$ cat src/rtl/xclk_bundle_tx_if.sv
// ---------------------------------------------------------------------------
// xclk_bundle_tx_if
//   Groups the producer-side valid/ready word port and the far-domain
//   bundled-data req/ack port of xclk_bundle_tx.
//   slave  : seen by the controller (xclk_bundle_tx)
//   master : seen by whatever drives the producer side and models the receiver
// Signals
//   s_valid_i / s_data_i / s_ready_o : producer word handshake
//   x_req_o / x_data_o / x_ack_i     : 4-phase bundled-data handshake
//   done_o                           : one-cycle transfer-complete pulse
//   err_o / clr_i                    : timeout flag and its clear
// ---------------------------------------------------------------------------
interface xclk_bundle_tx_if #(
    parameter int WIDTH = 10
);
    logic             s_valid_i;
    logic [WIDTH-1:0] s_data_i;
    logic             s_ready_o;
    logic             x_req_o;
    logic [WIDTH-1:0] x_data_o;
    logic             x_ack_i;
    logic             done_o;
    logic             err_o;
    logic             clr_i;

    modport slave (
        input  s_valid_i, s_data_i, x_ack_i, clr_i,
        output s_ready_o, x_req_o, x_data_o, done_o, err_o
    );

    modport master (
        output s_valid_i, s_data_i, x_ack_i, clr_i,
        input  s_ready_o, x_req_o, x_data_o, done_o, err_o
    );
endinterface

$ cat src/rtl/xclk_bundle_tx.sv
// ---------------------------------------------------------------------------
// xclk_bundle_tx
//   Source side of a bundled-data clock-domain crossing. A word accepted from
//   a valid/ready producer is registered onto x_data_o and held stable while a
//   4-phase req/ack handshake runs with the far domain. x_ack_i is asynchronous
//   and only its synchronised copy (ack_s) is used by the FSM. A per-phase
//   timeout parks the controller in ERR when the receiver is dead.
// Ports
//   clk_i  : source-domain clock
//   rst_ni : asynchronous active-low reset
//   bus    : xclk_bundle_tx_if.slave (producer port, far-domain port,
//            done_o pulse, err_o flag, clr_i)
// ---------------------------------------------------------------------------
module xclk_bundle_tx #(
    parameter int WIDTH       = 10,
    parameter int SYNC_STAGES = 2,
    parameter int TIMEOUT_CYC = 1024
) (
    input  logic               clk_i,
    input  logic               rst_ni,
    xclk_bundle_tx_if.slave    bus
);

    localparam int CNT_W = (TIMEOUT_CYC < 1) ? 1 : $clog2(TIMEOUT_CYC + 1);
    localparam bit TO_EN = (TIMEOUT_CYC != 0);
    localparam logic [CNT_W-1:0] TO_LAST = CNT_W'((TIMEOUT_CYC == 0) ? 0 : TIMEOUT_CYC - 1);
    localparam logic [CNT_W-1:0] CNT_MAX = {CNT_W{1'b1}};

    typedef enum logic [1:0] {
        IDLE = 2'd0,
        REQ  = 2'd1,
        REL  = 2'd2,
        ERR  = 2'd3
    } state_t;

    state_t                 state_q, state_d;
    logic                   req_q, req_d;
    logic [WIDTH-1:0]       data_q, data_d;
    logic                   done_q, done_d;
    logic                   err_q, err_d;
    logic [CNT_W-1:0]       cnt_q, cnt_d;
    logic [SYNC_STAGES-1:0] sync_q, sync_d;

    logic                   ack_s;
    logic                   s_ready;
    logic                   timeout_hit;
    logic [CNT_W-1:0]       cnt_inc;

    // Synchroniser: shift x_ack_i in at bit 0; the MSB is the only copy used.
    always_comb begin
        sync_d = {sync_q[SYNC_STAGES-2:0], bus.x_ack_i};
    end

    assign ack_s       = sync_q[SYNC_STAGES-1];
    assign s_ready     = (state_q == IDLE);
    assign timeout_hit = TO_EN && (cnt_q == TO_LAST);
    // Saturating increment so a disabled timeout never wraps the counter.
    assign cnt_inc     = (cnt_q == CNT_MAX) ? cnt_q : cnt_q + 1'b1;

    always_comb begin
        state_d = state_q;
        req_d   = req_q;
        data_d  = data_q;
        done_d  = 1'b0;
        err_d   = err_q;
        cnt_d   = cnt_q;

        case (state_q)
            IDLE: begin
                if (bus.s_valid_i && s_ready) begin
                    data_d  = bus.s_data_i;
                    req_d   = 1'b1;
                    state_d = REQ;
                end
            end
            REQ: begin
                cnt_d = cnt_inc;
                // Ack is checked first so it beats a timeout in the same cycle.
                if (ack_s) begin
                    req_d   = 1'b0;
                    state_d = REL;
                end else if (timeout_hit) begin
                    req_d   = 1'b0;
                    err_d   = 1'b1;
                    state_d = ERR;
                end
            end
            REL: begin
                cnt_d = cnt_inc;
                if (!ack_s) begin
                    done_d  = 1'b1;
                    state_d = IDLE;
                end else if (timeout_hit) begin
                    err_d   = 1'b1;
                    state_d = ERR;
                end
            end
            ERR: begin
                req_d = 1'b0;
                // Leave only once the receiver has released ack, otherwise the
                // next request would be mistaken as acknowledged at once.
                if (bus.clr_i && !ack_s) begin
                    err_d   = 1'b0;
                    state_d = IDLE;
                end
            end
            default: begin
                req_d   = 1'b0;
                state_d = IDLE;
            end
        endcase

        if (state_d != state_q) begin
            cnt_d = '0;
        end
    end

    always_ff @(posedge clk_i or negedge rst_ni) begin
        if (!rst_ni) begin
            state_q <= IDLE;
            req_q   <= 1'b0;
            data_q  <= '0;
            done_q  <= 1'b0;
            err_q   <= 1'b0;
            cnt_q   <= '0;
            sync_q  <= '0;
        end else begin
            state_q <= state_d;
            req_q   <= req_d;
            data_q  <= data_d;
            done_q  <= done_d;
            err_q   <= err_d;
            cnt_q   <= cnt_d;
            sync_q  <= sync_d;
        end
    end

    assign bus.s_ready_o = s_ready;
    assign bus.x_req_o   = req_q;
    assign bus.x_data_o  = data_q;
    assign bus.done_o    = done_q;
    assign bus.err_o     = err_q;

endmodule

$ cat src/flat_wrapper.sv
// flat-port wrapper written by rule: the top's interface ports become plain ports
module xclk_bundle_tx_flat 
#(
    parameter int WIDTH       = 10,
    parameter int SYNC_STAGES = 2,
    parameter int TIMEOUT_CYC = 1024
)
  (clk_i, rst_ni, bus_s_valid_i, bus_s_data_i, bus_x_ack_i, bus_clr_i, bus_s_ready_o, bus_x_req_o, bus_x_data_o, bus_done_o, bus_err_o);
  xclk_bundle_tx_if #(.WIDTH(WIDTH)) bus_i ();
  input  logic clk_i;
  input  logic rst_ni;
  input wire logic [$bits(bus_i.s_valid_i)-1:0] bus_s_valid_i;
  input wire logic [$bits(bus_i.s_data_i)-1:0] bus_s_data_i;
  input wire logic [$bits(bus_i.x_ack_i)-1:0] bus_x_ack_i;
  input wire logic [$bits(bus_i.clr_i)-1:0] bus_clr_i;
  output wire logic [$bits(bus_i.s_ready_o)-1:0] bus_s_ready_o;
  output wire logic [$bits(bus_i.x_req_o)-1:0] bus_x_req_o;
  output wire logic [$bits(bus_i.x_data_o)-1:0] bus_x_data_o;
  output wire logic [$bits(bus_i.done_o)-1:0] bus_done_o;
  output wire logic [$bits(bus_i.err_o)-1:0] bus_err_o;
  assign bus_i.s_valid_i = bus_s_valid_i;
  assign bus_i.s_data_i = bus_s_data_i;
  assign bus_i.x_ack_i = bus_x_ack_i;
  assign bus_i.clr_i = bus_clr_i;
  assign bus_s_ready_o = bus_i.s_ready_o;
  assign bus_x_req_o = bus_i.x_req_o;
  assign bus_x_data_o = bus_i.x_data_o;
  assign bus_done_o = bus_i.done_o;
  assign bus_err_o = bus_i.err_o;
  xclk_bundle_tx #(.WIDTH(WIDTH), .SYNC_STAGES(SYNC_STAGES), .TIMEOUT_CYC(TIMEOUT_CYC)) u_core (.clk_i(clk_i), .rst_ni(rst_ni), .bus(bus_i));
endmodule
$ cat config.mk
export PLATFORM = sky130hd
export DESIGN_NAME = xclk_bundle_tx_flat
export DESIGN_NICKNAME = d
export VERILOG_FILES = /design/src/rtl/xclk_bundle_tx_if.sv /design/src/rtl/xclk_bundle_tx.sv /design/src/flat_wrapper.sv
export SDC_FILE = /design/constraint.sdc
export NUM_CORES = 1
export LEC_CHECK = 0
export CORE_MARGIN = 4
export CORE_UTILIZATION = 51
export DETAILED_ROUTE_END_ITERATION = 6
export PLACE_DENSITY_LB_ADDON = 0.15
export SLEW_MARGIN = 20
export SYNTH_ARGS = -nofsm -noshare
export SYNTH_HDL_FRONTEND = slang
export SYNTH_SLANG_ARGS = --single-unit
$ cat constraint.sdc
create_clock -name clk_i -period 2.6 [get_ports clk_i]
set_input_delay 0.52 -clock clk_i [delete_from_list [all_inputs] [get_ports clk_i]]
set_output_delay 0.52 -clock clk_i [all_outputs]
set_load 0.05 [all_outputs]
==> impl_metrics.py, run 1 <==
metrics = {
    "outcome": {
        "outcome": "completed",
    },
    "placement": {
        "gp_congestion": 0.813,
        "numPortBuffers": 28,
        "dp_hpwl_mm": 2.33,
    },
    "synth": {
        "synth.area.top_cells": "dfrtp_1 (48%), mux2_2 (7.7%), nor3_1 (4.4%)",
        "yosys_warnings": 0,
        "synthesis.nets": 157,
        "yosys.area.top_type": "dfrtp_1",
        "syn_inst": 137,
        "synth.top_cell.area_share_pct": 47.8,
        "syn_area_um2": 1470,
        "avgSynthCellArea_um2": 10.7,
        "synthDistinctLibCells": 35,
        "synth_seq_cells": 28,
        "seq_area_frac_synth_pct": 47.8,
    },
    "cells_and_area": {
        "seqCellArea_um2": 701,
        "final_util_pct": 65.5,
        "multiInputGateArea_um2": 727,
        "syn2layout_area_growth_pct": 23.3,
        "drive_above_1_share_pct": 15.0,
        "fillers": 212,
        "nets": 188,
        "antenna_cells": 0,
    },
    "timing": {
        "fin_worst_skew_ns": 0.00964,
        "whs_ns": 0.374,
        "period_needed_ns": 2.26,
        "setup_viol": 0,
        "drv_slew": 0,
        "max_freq_mhz": 442,
        "rsz0062_at_grt": "no",
        "hold_violations": 0,
        "period_share_pct": 87.0,
        "tightest_slew_ns": 0.510,
        "fin_setup_tns_ns": 0,
        "relSlewSlack_pct": 65.9,
    },
    "worst_setup_path": {
        "slowest_delay_ns": 0.47,
        "crit_chain": "inv_1 > ha_1 > nand2b_1 > a2111oi_2 > a211o_1 > nor3_1",
        "crit_required_ns": 2.81,
        "crit_family": "compound AO/OA/AOI/OAI gates",
        "cp.arrival_ns": 2.47,
        "path_class": "reg2reg",
        "worstSetupEndpointType": "flip-flop",
        "critical_path_buf_inv_count": 1,
        "worst_setup_path_start_kind": "flip-flop",
        "worstPathMaxFanout": 11,
        "critPathSlowestCell": "a211o_1",
    },
    "cts": {
        "clk_latency_ns": 0.32,
        "cts_setup_buffers": 0,
        "cts_buffers": 3,
        "cts.htree.levels": 1,
        "clk_pin_slew_worst_paths_ns": 0.15,
        "cts_resized": 0,
        "hold_buffers": 0,
        "cts_tree": "done",
        "cts-root-buf": "clkbuf_4",
        "cts_buffer_depth": 2,
        "cts_sinks": 28,
    },
    "grt": {
        "grt_overflow": 0,
        "grt_max_degree": 29,
        "antenna_found_initial": 0,
        "grt_pass1_vias": 1098,
        "gr-usage-all-layers_pct": 17.6,
        "grt_pass1_wl_mm": 4.90,
    },
    "detailed_routing": {
        "first_iter_violations": 63,
        "drc": 0,
        "wl_per_cell_um": 15.4,
        "ant_nets": 0,
        "viasPerCell": 5.71,
        "routed_wl_mm": 3.05,
        "num_vias": 1131,
        "detail_route.first_pass.iterations": 4,
    },
    "power": {
        "p_leak_uw": 0.000787,
        "pwr-share-comb_pct": 54.9,
        "pwr-share-clk_pct": 11.0,
        "p_sw_share_pct": 45.8,
        "p_per_area_nw_per_um2": 1050,
        "p_int_uw": 1020,
        "max-vdd-ir-drop_uv": 943,
        "seqPwrFrac_pct": 34.1,
        "switching_power_uw": 865,
    },
    "job": {
        "drv_cap": 0,
    },
    "worst_hold_path": {
        "hold_path.class": "reg2reg",
    },
    "floorplanning": {
        "core_um2": 2760,
        "start_util_pct": 53.1,
        "die-height_um": 61.6,
        "pin_count": 29,
        "rows": 19,
        "die_w_um": 61.6,
        "dieArea_um2": 3790,
    },
}
## cells in the mapped netlist, drive strengths merged
| cell | count |
|---|---|
| ha | 5 |
| nor3 | 14 |
| nand2 | 12 |
| a2111oi | 1 |
| a22o | 1 |
| nor4 | 3 |
| a22oi | 3 |
| mux2i | 2 |
| o21ai | 2 |
| nor2 | 13 |
| a21oi | 10 |
| xnor2 | 2 |
| buf | 2 |
| and3 | 1 |
| mux2 | 11 |
| nor3b | 1 |
| inv | 3 |
| o22ai | 1 |
| nand4b | 1 |
| nor2b | 1 |
| nand4 | 3 |
| and4 | 3 |
| clkbuf | 2 |
| nand3 | 4 |
| a211o | 1 |
| xor2 | 3 |
| nand2b | 4 |
| dfrtp | 28 |
## power by group through the flow
stage                     Combinational [µW]  Sequential [µW]  Clock (µW)
after global routing                    1110              661         235
after CTS                               1040              644         215
after detailed placement                1040              654           0
final                                   1040              644         209
after global placement                  1020              640           0
after floorplan                          437              951           0
## layer usage
| metal | GRT usage, % | part of all wire [%] | routed length [µm] | vias to the layer above |
|---|---|---|---|---|
| li1 | - | - | - | 556 |
| met1 | 21.6 | 43 | 1300 | 553 |
| met2 | 30.5 | 53 | 1630 | 20 |
| met3 | 3.14 | 3.6 | 111 | 2 |
| met4 | 6.97 | 0.56 | 17 | 0 |
| met5 | 0 | 0 | 0 | - |
## area by class of cell
class                           instances  area share, %
Timing Repair Buffer                   30           16.2
Tap cell                               31           2.15
Clock buffer                            4           2.01
Inverter                                3          0.623
Multi-Input combinational cell        102           40.2
Sequential cell                        28           38.8
## per-stage QoR
stage / total power [µW] / instances / setup WS, ns / cell area [µm²]
floorplan: 1390 / 137 / 0.294 / 1470
global placement: 1660 / 194 / 0.416 / 1770
CTS: 1900 / 198 / 0.328 / 1810
finish: 1890 / 198 / 0.337 / 1810
detailed placement: 1700 / 194 / 0.341 / 1770
global route: 2000 / 198 / 0.201 / 1810
## cells in the final DEF (no fill, tap or decap), types with 2 or more instances in the layout
| cell | synthesis | layout |
|---|---|---|
| dfrtp_1 | 28 | 28 |
| a21oi_1 | 10 | 10 |
| buf_4 | 1 | 3 |
| nand3_1 | 4 | 4 |
| inv_1 | 3 | 3 |
| xor2_1 | 3 | 3 |
| clkbuf_4 | 0 | 3 |
| xnor2_1 | 2 | 2 |
| nand4_1 | 2 | 2 |
| mux2_2 | 10 | 10 |
| o21ai_0 | 2 | 2 |
| nand2b_1 | 4 | 4 |
| mux2i_1 | 2 | 2 |
| clkdlybuf4s50_1 | 0 | 27 |
| nand2_1 | 12 | 12 |
| and4_1 | 3 | 3 |
| nor3_1 | 13 | 13 |
| ha_1 | 5 | 5 |
| a22oi_1 | 2 | 2 |
| nor2_1 | 13 | 13 |
## flip-flops by register name, summed over array words and instances, names as in the netlist
name                 flops
u_core.bus.err_o         1
u_core.state_q           2
u_core.cnt_q            11
u_core.bus.x_req_o       1
u_core.bus.done_o        1
u_core.sync_q            2
u_core.bus.x_data_o     10
## path summary, 6_finish.rpt
path	from	end	slack [ns]	depth (start not counted)
min reg2reg	u_core.sync_q[0]$_DFF_PN0_	u_core.sync_q[1]$_DFF_PN0_	0.37	0
max in group asynchronous	rst_ni	u_core.bus.x_data_o[7]$_DFFE_PN0P_	1.78	2
max reg2reg	u_core.state_q[0]$_DFF_PN0_	u_core.cnt_q[7]$_DFFE_PN0P_	0.34	6
min	u_core.sync_q[0]$_DFF_PN0_	u_core.sync_q[1]$_DFF_PN0_	0.37	0
min in group asynchronous	rst_ni	u_core.state_q[0]$_DFF_PN0_	0.55	2
max	u_core.state_q[0]$_DFF_PN0_	u_core.cnt_q[7]$_DFFE_PN0P_	0.34	6
## cells by family (layout without fill, tap and decap cells)
kind of cell | Yosys count | after routing | share of synthesized area (%)
buffers and inverters | 7 | 37 | 2.56
AOI/OAI and AO/OA | 19 | 19 | 8.63
DFF | 28 | 28 | 47.8
muxes | 13 | 13 | 10.1
and+or+nand+nor | 60 | 60 | 23.7
adders and majority gates | 5 | 5 | 4.27
xor gates and xnor gates | 5 | 5 | 2.99
No activity file was read; power rests on OpenSTA's default activity.
==> run 2, diff against run 1 <==
--- a/config.mk
+++ b/config.mk
@@ -8,6 +8,7 @@
 export CORE_MARGIN = 4
 export CORE_UTILIZATION = 51
 export DETAILED_ROUTE_END_ITERATION = 6
+export GPL_TIMING_DRIVEN = 0
 export PLACE_DENSITY_LB_ADDON = 0.15
 export SLEW_MARGIN = 20
 export SYNTH_ARGS = -nofsm -noshare
==> impl_metrics.py, run 2 (synthesis results as in run 1) <==
metrics = {
    "power": {
        "p_sw_share_pct": 46.2,
        "seqPwrFrac_pct": 34.1,
        "switching_power_uw": 862,
        "p_leak_uw": 0.000783,
        "p_int_uw": 1010,
        "pwr-share-clk_pct": 9.4,
        "max-vdd-ir-drop_uv": 1040,
        "p_per_area_nw_per_um2": 1040,
        "pwr-share-comb_pct": 56.5,
    },
    "cells_and_area": {
        "final_util_pct": 65.3,
        "drive_above_1_share_pct": 14.3,
        "top_register": "u_core.cnt_q",
        "final_common_cell": "dfrtp_1",
        "fillers": 228,
        "final_cell_mix": "dfrtp_1 (28), clkdlybuf4s50_1 (27), nor2_1 (13), nor3_1 (13), nand2_1 (12)",
        "stdcell_count": 199,
        "seqCellArea_um2": 701,
        "antenna_cells": 0,
        "syn2layout_area_growth_pct": 23.0,
        "largest_reg_flops": 11,
        "multiInputGateArea_um2": 727,
        "nets": 190,
        "final_area_um2": 1800,
    },
    "floorplanning": {
        "rows": 19,
        "core_um2": 2760,
        "start_util_pct": 53.1,
        "die_w_um": 61.6,
        "pin_count": 29,
        "dieArea_um2": 3790,
        "die-height_um": 61.6,
    },
    "timing": {
        "relSlewSlack_pct": 58.5,
        "max_freq_mhz": 408,
        "period_share_pct": 94.2,
        "fin_worst_skew_ns": 0.00161,
        "hold_violations": 0,
        "period_needed_ns": 2.45,
        "whs_ns": 0.188,
        "tightest_slew_ns": 0.622,
        "drv_slew": 0,
        "setup_viol": 0,
        "rsz0062_at_grt": "no",
        "fin_setup_tns_ns": 0,
    },
    "placement": {
        "dp_cells": 196,
        "dp_hpwl_mm": 2.24,
        "numPortBuffers": 28,
        "gp_congestion": 0.855,
        "placed_cell_area_um2": 1780,
    },
    "worst_setup_path": {
        "critPathSlowestCell": "clkdlybuf4s50_1",
        "cp.arrival_ns": 1.93,
        "reg2reg_depth": 8,
        "path_class": "reg2out",
        "rrSetupSlack_ns": 0.41,
        "cp-endpoint": "bus_s_ready_o",
        "worst_setup_path_start_kind": "flip-flop",
        "crit_start": "u_core.state_q[1]$_DFF_PN0_",
        "timing.rr.start": "u_core.state_q[1]$_DFF_PN0_",
        "worstPathMaxFanout": 5,
        "worstSetupEndpointType": "primary output",
        "slowest_delay_ns": 0.80,
        "crit_chain": "inv_1 > ha_1 > clkdlybuf4s50_1",
        "crit_required_ns": 2.08,
        "timing.rr.end": "u_core.cnt_q[8]$_DFFE_PN0P_",
    },
    "grt": {
        "grt_pass1_vias": 1093,
        "antenna_found_initial": 0,
        "grt_max_degree": 29,
        "grt_pass1_wl_mm": 4.83,
        "grt_overflow": 0,
        "gr-usage-all-layers_pct": 16.9,
    },
    "detailed_routing": {
        "routed_wl_mm": 2.90,
        "wl_per_cell_um": 14.6,
        "viasPerCell": 5.68,
        "first_iter_violations": 86,
        "num_vias": 1130,
        "ant_nets": 0,
        "detail_route.first_pass.iterations": 4,
        "drc": 0,
    },
    "cts": {
        "hold_buffers": 0,
        "cts_sinks": 28,
        "cts_buffers": 3,
        "cts_resized": 0,
        "clk_pin_slew_worst_paths_ns": 0.14,
        "cts_setup_buffers": 0,
        "clk_latency_ns": 0.32,
        "cts-root-buf": "clkbuf_4",
        "cts_tree": "done",
        "cts.htree.levels": 1,
        "cts_buffer_depth": 2,
    },
    "job": {
        "drv_cap": 0,
    },
    "worst_hold_path": {
        "hold_path.class": "in2async",
    },
    "outcome": {
        "outcome": "completed",
    },
}
[run 2: per-layer routing]
layer / global-route usage [%] / up-vias / routed length, µm
met3: 3.14 / 5 / 124
met4: 7.58 / 0 / 44
met1: 21.7 / 543 / 1290
met5: 0 / - / 0
li1: - / 555 / -
met2: 27.7 / 27 / 1440
[run 2: power groups by stage]
| stage | Combinational, µW | Sequential, µW | Clock [µW] |
|---|---|---|---|
| global placement | 1040 | 640 | 0 |
| floorplan | 437 | 951 | 0 |
| detailed placement | 1060 | 648 | 0 |
| finish | 1050 | 636 | 176 |
| CTS | 1060 | 638 | 183 |
| global route | 1130 | 653 | 196 |
[run 2: cell type report]
cell class / instances / share of cell area, %
flip-flops and latches: 28 / 38.9
plain buffers: 4 / 1.46
well taps: 31 / 2.15
inverters: 3 / 0.625
repair buffers: 28 / 15.3
multi-input cells: 102 / 40.3
clock buffers: 3 / 1.25
[run 2: critical path, delay by kind of cell (launching register included)]
kind | cells | cell delay (ns)
adder cells (fa/ha/maj) | 1 | 0.19
buffers and inverters | 2 | 0.96
flip-flops | 1 | 0.45
[run 2: metrics by stage]
stage               power, µW  setup WS (ns)
CTS                      1880          0.140
finish                   1870          0.152
floorplan                1390          0.294
global placement         1680          0.382
global route             1980         0.0431
detailed placement       1710          0.362
[run 2: worst min path at each step]
stage | startpoint | to | slack [ns] | cells after the start
after floorplan | rst_ni | u_core.bus.done_o$_DFF_PN0_ | 0.22 | 0
after global placement | u_core.sync_q[0]$_DFF_PN0_ | u_core.sync_q[1]$_DFF_PN0_ | 0.33 | 0
after detailed placement | u_core.sync_q[0]$_DFF_PN0_ | u_core.sync_q[1]$_DFF_PN0_ | 0.34 | 0
after CTS | rst_ni | u_core.cnt_q[2]$_DFFE_PN0P_ | 0.21 | 1
after global routing | rst_ni | u_core.cnt_q[3]$_DFFE_PN0P_ | 0.23 | 1
final | rst_ni | u_core.cnt_q[2]$_DFFE_PN0P_ | 0.19 | 1
==> run 3, diff against run 2 <==
--- a/config.mk
+++ b/config.mk
@@ -5,7 +5,7 @@
 export SDC_FILE = /design/constraint.sdc
 export NUM_CORES = 1
 export LEC_CHECK = 0
-export CORE_MARGIN = 4
+export CORE_MARGIN = 2
 export CORE_UTILIZATION = 51
 export DETAILED_ROUTE_END_ITERATION = 6
 export GPL_TIMING_DRIVEN = 0
==> impl_metrics.py, run 3 (synthesis results as in run 1) <==
metrics = {
    "grt": {
        "gr-usage-all-layers_pct": 19.0,
        "antenna_found_initial": 0,
        "grt_overflow": 0,
        "grt_pass1_vias": 1075,
        "grt_pass1_wl_mm": 4.89,
        "grt_max_degree": 29,
    },
    "cts": {
        "cts-root-buf": "clkbuf_4",
        "cts_tree": "done",
        "cts_buffer_depth": 2,
        "cts_buffers": 3,
        "clk_latency_ns": 0.33,
        "cts.htree.levels": 1,
        "cts_resized": 0,
        "cts_sinks": 28,
        "clk_pin_slew_worst_paths_ns": 0.15,
        "hold_buffers": 0,
        "cts_setup_buffers": 0,
    },
    "timing": {
        "whs_ns": 0.183,
        "drv_slew": 0,
        "fin_worst_skew_ns": 0.00660,
        "fin_setup_tns_ns": 0,
        "period_needed_ns": 2.46,
        "rsz0062_at_grt": "no",
        "tightest_slew_ns": 0.621,
        "period_share_pct": 94.7,
        "hold_violations": 0,
        "setup_viol": 0,
        "relSlewSlack_pct": 58.6,
        "max_freq_mhz": 406,
    },
    "cells_and_area": {
        "largest_reg_flops": 11,
        "drive_above_1_share_pct": 14.8,
        "final_cell_mix": "dfrtp_1 (28), clkdlybuf4s50_1 (27), nor2_1 (13), nor3_1 (13), nand2_1 (12)",
        "top_register": "u_core.cnt_q",
        "antenna_cells": 0,
        "nets": 190,
        "final_common_cell": "dfrtp_1",
        "syn2layout_area_growth_pct": 25.0,
    },
    "detailed_routing": {
        "routed_wl_mm": 2.94,
        "first_iter_violations": 57,
        "viasPerCell": 5.74,
        "detail_route.first_pass.iterations": 4,
        "wl_per_cell_um": 14.7,
        "num_vias": 1147,
        "drc": 0,
        "ant_nets": 0,
    },
    "power": {
        "max-vdd-ir-drop_uv": 762,
        "p_int_uw": 1110,
        "p_per_area_nw_per_um2": 1080,
        "pwr-share-clk_pct": 14.3,
        "seqPwrFrac_pct": 32.3,
        "p_leak_uw": 0.000797,
        "switching_power_uw": 872,
        "p_sw_share_pct": 44.1,
        "pwr-share-comb_pct": 53.3,
    },
    "worst_setup_path": {
        "path_class": "reg2out",
        "crit_family": "buffers and inverters",
        "crit_chain": "inv_1 > ha_1 > clkdlybuf4s50_1",
        "critical_path_buf_inv_count": 2,
        "slowest_delay_ns": 0.80,
        "worstPathMaxFanout": 5,
        "crit_required_ns": 2.08,
        "worst_setup_path_start_kind": "flip-flop",
        "critPathSlowestCell": "clkdlybuf4s50_1",
        "cp.arrival_ns": 1.94,
        "worstSetupEndpointType": "primary output",
    },
    "placement": {
        "dp_hpwl_mm": 2.16,
        "gp_congestion": 0.880,
        "numPortBuffers": 28,
    },
    "floorplanning": {
        "start_util_pct": 53.6,
        "rows": 19,
        "pin_count": 29,
        "die-height_um": 57.6,
        "die_w_um": 57.6,
        "core_um2": 2730,
        "dieArea_um2": 3320,
    },
    "outcome": {
        "outcome": "completed",
    },
    "job": {
        "drv_cap": 0,
    },
    "worst_hold_path": {
        "hold_path.class": "in2async",
    },
}
[run 3: cell count changes in the layout (fill, tap and decap cells not counted)]
cell       change
bufinv_16      +1
[run 3: path summary, 6_finish.rpt]
check                                          endpoint  depth (start not counted)  slack [ns]                   startpoint
max                                       bus_s_ready_o                          3        0.14  u_core.state_q[1]$_DFF_PN0_
min                        u_core.cnt_q[10]$_DFFE_PN0P_                          1        0.18                       rst_ni
max reg2reg                 u_core.cnt_q[8]$_DFFE_PN0P_                          8        0.40  u_core.state_q[1]$_DFF_PN0_
min reg2reg                  u_core.sync_q[1]$_DFF_PN0_                          0        0.37   u_core.sync_q[0]$_DFF_PN0_
max in group asynchronous   u_core.cnt_q[8]$_DFFE_PN0P_                          1        2.02                       rst_ni
min in group clk_i           u_core.sync_q[1]$_DFF_PN0_                          0        0.37   u_core.sync_q[0]$_DFF_PN0_
[run 3: metrics by stage]
| step | instances | power [µW] | utilization [%] | instance area [µm²] | worst slack [ns] |
|---|---|---|---|---|---|
| floorplan | 137 | 1390 | - | 1470 | 0.294 |
| global placement | 196 | 1680 | 65.3 | 1780 | 0.374 |
| CTS | 200 | 2000 | 67.0 | 1830 | 0.137 |
| finish | 200 | 1980 | 67.0 | 1830 | 0.139 |
| global route | 200 | 2080 | 67.0 | 1830 | 0.0517 |
| detailed placement | 196 | 1700 | 65.1 | 1780 | 0.336 |
[run 3: worst register-to-register path, delay by kind of cell, from the launching register on]
family	cells	cell delay, ns
simple gates	2	0.42
fa+ha+maj	1	0.19
compound gates	2	0.37
buf+inv	3	0.68
flops	1	0.45
[run 3: per-layer routing]
| metal | GRT usage (%) | wire length, µm | part of all wire (%) | vias to the layer above |
|---|---|---|---|---|
| met5 | 0 | 0 | 0 | - |
| met4 | 6.64 | 49 | 1.7 | 0 |
| met3 | 2.49 | 155 | 5.3 | 6 |
| met2 | 31.0 | 1390 | 47 | 36 |
| met1 | 26.0 | 1350 | 46 | 552 |
| li1 | - | - | - | 553 |
[run 3: area by class of cell]
type / instances / area (µm²)
inverter: 3 / 11.3
tap: 31 / 38.8
fill: 229 / 902
timing repair buffer: 28 / 275
sequential: 28 / 701
clock buffer: 3 / 22.5
clock inverter: 1 / 30.0
buffer: 4 / 26.3
multi-input combinational: 102 / 727
[run 3: power by group through the flow]
stage,clock network (µW),registers (µW),logic [µW]
after floorplan,0,951,437
after global placement,0,639,1040
after detailed placement,0,650,1050
after CTS,296,641,1060
after global routing,301,656,1130
final,284,640,1060
